`src/rtl/trng_source.sv`:
```
// Entropy responder: synchronizes a raw ring-oscillator bit, health-tests it,
// von Neumann debiases it and serves conditioned bits from a FIFO on trng_req.
module trng_source #(
  parameter int unsigned FIFO_DEPTH_BITS = 5,
  parameter int unsigned SAMPLE_DIV      = 8,
  parameter int unsigned REP_LIMIT       = 32,
  parameter int unsigned SYNC_STAGES     = 2
) (
  input  logic                     clk,
  input  logic                     resetn,
  input  logic                     raw_bit,
  input  logic                     trng_req,
  output logic                     trng_bit,
  output logic                     health_fail,
  output logic                     underrun,
  output logic [FIFO_DEPTH_BITS:0] fill_level
);

  localparam int unsigned DEPTH = 1 << FIFO_DEPTH_BITS;
  localparam int unsigned CW    = FIFO_DEPTH_BITS + 1;

  typedef enum logic {PAIR_EMPTY, PAIR_HALF} pair_state_e;

  logic [SYNC_STAGES-1:0]     sync_q, sync_d;
  logic [7:0]                 div_q, div_d;
  logic                       have_prev_q, have_prev_d;
  logic                       prev_q, prev_d;
  logic [7:0]                 rep_cnt_q, rep_cnt_d;
  pair_state_e                pair_q, pair_d;
  logic                       first_q, first_d;
  logic [DEPTH-1:0]           mem_q, mem_d;
  logic [FIFO_DEPTH_BITS-1:0] wr_ptr_q, wr_ptr_d;
  logic [FIFO_DEPTH_BITS-1:0] rd_ptr_q, rd_ptr_d;
  logic [CW-1:0]              count_q, count_d;
  logic                       trng_bit_q, trng_bit_d;
  logic                       health_fail_q, health_fail_d;
  logic                       underrun_q, underrun_d;

  logic raw_s, sample_stb, trip, emit, emit_bit, empty, full, push, pop;

  assign trng_bit    = trng_bit_q;
  assign health_fail = health_fail_q;
  assign underrun    = underrun_q;
  assign fill_level  = count_q;

  // State register
  always_ff @(posedge clk or negedge resetn) begin
    if (!resetn) begin
      sync_q        <= '0;
      div_q         <= '0;
      have_prev_q   <= 1'b0;
      prev_q        <= 1'b0;
      rep_cnt_q     <= '0;
      pair_q        <= PAIR_EMPTY;
      first_q       <= 1'b0;
      mem_q         <= '0;
      wr_ptr_q      <= '0;
      rd_ptr_q      <= '0;
      count_q       <= '0;
      trng_bit_q    <= 1'b0;
      health_fail_q <= 1'b0;
      underrun_q    <= 1'b0;
    end else begin
      sync_q        <= sync_d;
      div_q         <= div_d;
      have_prev_q   <= have_prev_d;
      prev_q        <= prev_d;
      rep_cnt_q     <= rep_cnt_d;
      pair_q        <= pair_d;
      first_q       <= first_d;
      mem_q         <= mem_d;
      wr_ptr_q      <= wr_ptr_d;
      rd_ptr_q      <= rd_ptr_d;
      count_q       <= count_d;
      trng_bit_q    <= trng_bit_d;
      health_fail_q <= health_fail_d;
      underrun_q    <= underrun_d;
    end
  end

  // Next-state logic
  always_comb begin
    sync_d        = {sync_q[SYNC_STAGES-2:0], raw_bit};
    raw_s         = sync_q[SYNC_STAGES-1];
    sample_stb    = (div_q == 8'(SAMPLE_DIV - 1));
    div_d         = sample_stb ? 8'd0 : div_q + 8'd1;
    have_prev_d   = have_prev_q;
    prev_d        = prev_q;
    rep_cnt_d     = rep_cnt_q;
    pair_d        = pair_q;
    first_d       = first_q;
    emit          = 1'b0;
    emit_bit      = first_q;

    if (sample_stb) begin
      have_prev_d = 1'b1;
      prev_d      = raw_s;
      if (have_prev_q && (raw_s == prev_q)) begin
        rep_cnt_d = (rep_cnt_q == 8'(REP_LIMIT)) ? rep_cnt_q : rep_cnt_q + 8'd1;
      end else begin
        rep_cnt_d = 8'd1;
      end
      case (pair_q)
        PAIR_EMPTY: begin
          first_d = raw_s;
          pair_d  = PAIR_HALF;
        end
        default: begin
          pair_d = PAIR_EMPTY;
          emit   = (first_q != raw_s);
        end
      endcase
    end

    // Health trip flushes the FIFO and discards any half-collected pair
    trip          = (rep_cnt_q == 8'(REP_LIMIT)) && !health_fail_q;
    health_fail_d = health_fail_q | trip;
    if (trip) pair_d = PAIR_EMPTY;

    empty    = (count_q == '0);
    full     = (count_q == CW'(DEPTH));
    pop      = trng_req && !empty;
    push     = emit && !health_fail_q && !trip && (!full || pop);

    mem_d    = mem_q;
    if (push) mem_d[wr_ptr_q] = emit_bit;
    wr_ptr_d = push ? wr_ptr_q + 1'b1 : wr_ptr_q;
    rd_ptr_d = pop  ? rd_ptr_q + 1'b1 : rd_ptr_q;
    count_d  = count_q + CW'(push) - CW'(pop);
    if (trip) begin
      count_d  = '0;
      wr_ptr_d = '0;
      rd_ptr_d = '0;
    end

    trng_bit_d = trng_bit_q;
    if (trng_req) trng_bit_d = pop ? mem_q[rd_ptr_q] : 1'b0;
    underrun_d = underrun_q | (trng_req && empty);
  end

endmodule

```
`config.mk`:
```
export PLATFORM = sky130hd
export DESIGN_NAME = trng_source
export DESIGN_NICKNAME = d
export VERILOG_FILES = /design/src/rtl/trng_source.sv
export SDC_FILE = /design/constraint.sdc
export NUM_CORES = 1
export LEC_CHECK = 0
export ABC_AREA = 1
export BUFFER_PORTS_ARGS = -buffer_cell sky130_fd_sc_hd__buf_2
export CAP_MARGIN = 25
export CORE_UTILIZATION = 30
export CTS_CLUSTER_SIZE = 30
export DETAILED_ROUTE_END_ITERATION = 10
export GPL_TIMING_DRIVEN = 0
export SETUP_SLACK_MARGIN = 0.5
export SLEW_MARGIN = 10
export SYNTH_ARGS = -nofsm -noshare
export SYNTH_HDL_FRONTEND = slang
export SYNTH_SLANG_ARGS = --single-unit
export TNS_END_PERCENT = 5
```
`constraint.sdc`:
```
create_clock -name clk -period 2.7 [get_ports clk]
set_input_delay 0.405 -clock clk [delete_from_list [all_inputs] [get_ports clk]]
set_output_delay 0.405 -clock clk [all_outputs]
set_load 0.05 [all_outputs]
```
==> reports/metrics.yaml <==
status: "finished, final reports clean"
drt_iter0_drc: 360
drv_cap: 0
initial_utilization_pct: 31.0
nets: 631
cp_top_family: "adder cells"
num_rows: 43
p_int_uw: 2480
pwr-share-comb_pct: 36.3
clock_latency_ns: 0.34
cp_data_required_time_ns: 2.93
hold_viol: 0
hold_class: "input port to flop"
rsz0062_at_grt: "yes"
drt_wl_total_mm: 11.1
grt_max_degree: 58
grt_pass1_wl_mm: 18.5
synth-edff-count: 0
critical_path_class: "flop to flop"
fin_crit_sh_pct: 93.3
powerDensity_nw_per_um2: 782
firstDrtPassIters: 5
setup_slack_ns: 0.182
antenna_found_initial: 0
synth_cell_types: 40
r2r_end: "fill_level[4]"
ant_nets: 0
syn_avg_cell_area_um2: 7.63
crit_slowest_cell: "dfrtp_2"
maxSlewHeadroom_pct: 47.9
fin_tns_setup_ns: 0
layout_commonest_cell: "nand2_1"
gp_congestion: 0.874
p_seq_share_pct: 33.8
ff2ff_path_depth: 15
numCtsBuffers: 9
cp_max_fo: 2
p_sw_uw: 1560
vias: 3998
cp_common_cell: "inv_2"
peakVddDrop_v: 0.000278
switching_share_pct: 38.6
grt_util_all_layers_pct: 15.9
core_area_um2: 14000
synth_seq_cells: 73
die_w_um: 122
critPathCaptureType: "flop"
area_growth_pct: 18.8
placed_area_um2: 4680
holdPathEnd: "sync_q[0]"
worst_slew_pin_slew_ns: 0.774
cts.sinks: 73
critPathBufInv: 3
rrSetupSlack_ns: 0.18
grt-ovfl-total: 0
grt_pass1_vias: 3920
p_clk_share_pct: 29.9
finalSetupViolCount: 0
critical-path-max-stage-delay_ns: 0.41
clock_skew_ns: 0.00467
pre_cts_slack_ns: -0.202
clockBufferDepth: 2
fin_crit_ns: 2.52
start_kind: "flop"
ys_seq_area_share_pct: 42.1
syn_area_um2: 4340
design_area_um2: 5160
drc_errors: 0
drive_gt1_share_pct: 15.6
ios: 13
layout_common_cells: "155 x nand2_1, 71 x dfrtp_1, 68 x nand3_1"
yosys_warnings: 0
synth_top_flop_cell: "dfrtp_1"
async_reset_ff_share_pct: 100
die_area_um2: 15000
cts.clk_slew.worst_paths_ns: 0.06
dp_hpwl_mm: 7.51
h-tree-depth: 3
via_per_inst: 5.03
p_leak_uw: 0.00250
path_cells: "inv_2 -> ha_4 -> nor3b_4 -> nand2_2 -> nand2_4 -> nand3_4 -> buf_6 -> nand2_8 -> xor2_2 -> ha_2 -> inv_2 -> fa_2 -> o211ai_1 -> xnor2_1 -> nor2_1"
cts_tree: "built"
wl_per_cell_um: 14.0
worstHoldStart: "raw_bit"
timing.hold.ws_ns: 0.172
syn_inst: 569
fp.dieH_um: 122
clock.fmax_mhz: 397
slew_viol_final: 0
r2r-start: "fill_level[3]"
fillers: 1447
min_path_cells: 1
clockRootBuffer: "clkbuf_16"
io_buffers: 12
syn-num-nets: 590
diodes: 0
arrival_ns: 2.75
flip-flops by register name (all words and copies together), names as in the netlist:
| signal | cells |
|---|---|
| div_q | 8 |
| emit_bit | 1 |
| fill_level | 6 |
| have_prev_q | 1 |
| health_fail | 1 |
| mem_q | 32 |
| pair_q | 1 |
| prev_q | 1 |
| rd_ptr_q | 5 |
| rep_cnt_q | 8 |
| sync_q | 2 |
| trng_bit | 1 |
| underrun | 1 |
| wr_ptr_q | 5 |
Yosys cell counts (all sizes together) (3+ instances only):
master | instances | share of area [%]
ha | 16 | 4.6
nor3b | 3 | 0.63
a21oi | 11 | 1.3
o21ai | 18 | 2.1
clkbuf | 8 | 0.69
buf | 16 | 2.4
inv | 53 | 4.6
dfrtp | 73 | 42
or2 | 3 | 0.43
nand3 | 70 | 8.5
nor3 | 10 | 1.6
nor2 | 57 | 5.6
nand2 | 161 | 14
clkinv | 4 | 0.37
xor2 | 10 | 2.0
nand4 | 43 | 6.2
cells by family after synthesis:
family | count (synthesis) | synth area share (%)
DFF | 73 | 42.1
and+or+nand+nor | 351 | 38.0
AOI/OAI and AO/OA | 35 | 4.32
buffers and inverters | 81 | 8.07
xor gates and xnor gates | 12 | 2.42
adders and majority gates | 17 | 5.07
timing repair:
| item | CTS | global route |
|---|---|---|
| pin swaps | 10 | 10 |
| buffers inserted | 13 | 3 |
| hold buffers | 1 | 0 |
| setup endpoints to repair | 6 | 5 |
| endpoints found under the hold margin | 16 | 0 |
| resized for setup | 7 | 3 |
per-layer routing:
layer | GRT usage (%) | part of all wire (%)
met5 | 0 | 0
met4 | 5.72 | 1.8
met3 | 3.16 | 5.6
met2 | 26.6 | 48
met1 | 20.2 | 44
stage by stage:
stage	total power [uW]	util [%]	std cells
after floorplan	2350	-	569
after CTS	3990	36.6	792
after global routing	4270	36.9	795
after global placement	2670	33.3	761
final	4040	36.9	795
after detailed placement	2710	33.5	762
how the worst max path moves through the flow:
stage / from / endpoint / slack, ns / depth (start not counted)
CTS: fill_level[2] / fill_level[4] / 0.1 / 15
floorplan: fill_level[2] / fill_level[4] / -0.04 / 15
global route: fill_level[2] / fill_level[4] / 0.05 / 15
finish: fill_level[3] / fill_level[4] / 0.18 / 15
global placement: fill_level[2] / fill_level[4] / -0.15 / 15
detailed placement: fill_level[2] / fill_level[4] / -0.20 / 15
worst register-to-register path: stages, from the launching register on:
cell and delay, ns:
dfrtp_2 0.41, inv_2 0.08, ha_4 0.12, nor3b_4 0.19, nand2_2 0.10, nand2_4 0.08
nand3_4 0.08, buf_6 0.14, nand2_8 0.05, xor2_2 0.13, ha_2 0.21, inv_2 0.05
fa_2 0.34, o211ai_1 0.22, xnor2_1 0.15, nor2_1 0.06
area by class of cell:
cell class	count	area, um2	area share, %
Buffer	24	139	2.69
Clock buffer	11	243	4.70
Clock inverter	5	55.1	1.07
Inverter	57	219	4.24
Multi-Input combinational cell	415	2230	43.2
Sequential cell	73	1830	35.5
Tap cell	180	225	4.36
Timing Repair Buffer	30	220	4.27
power by group through the flow:
stage / clock, uW / combinational [uW] / sequential [uW]
2_1_floorplan: 0 / 786 / 1560
3_3_place_gp: 0 / 1290 / 1370
3_5_place_dp: 0 / 1330 / 1390
4_1_cts: 1220 / 1410 / 1360
5_1_grt: 1270 / 1620 / 1380
6_report: 1210 / 1470 / 1360
Power figures use the tool's default switching activity.
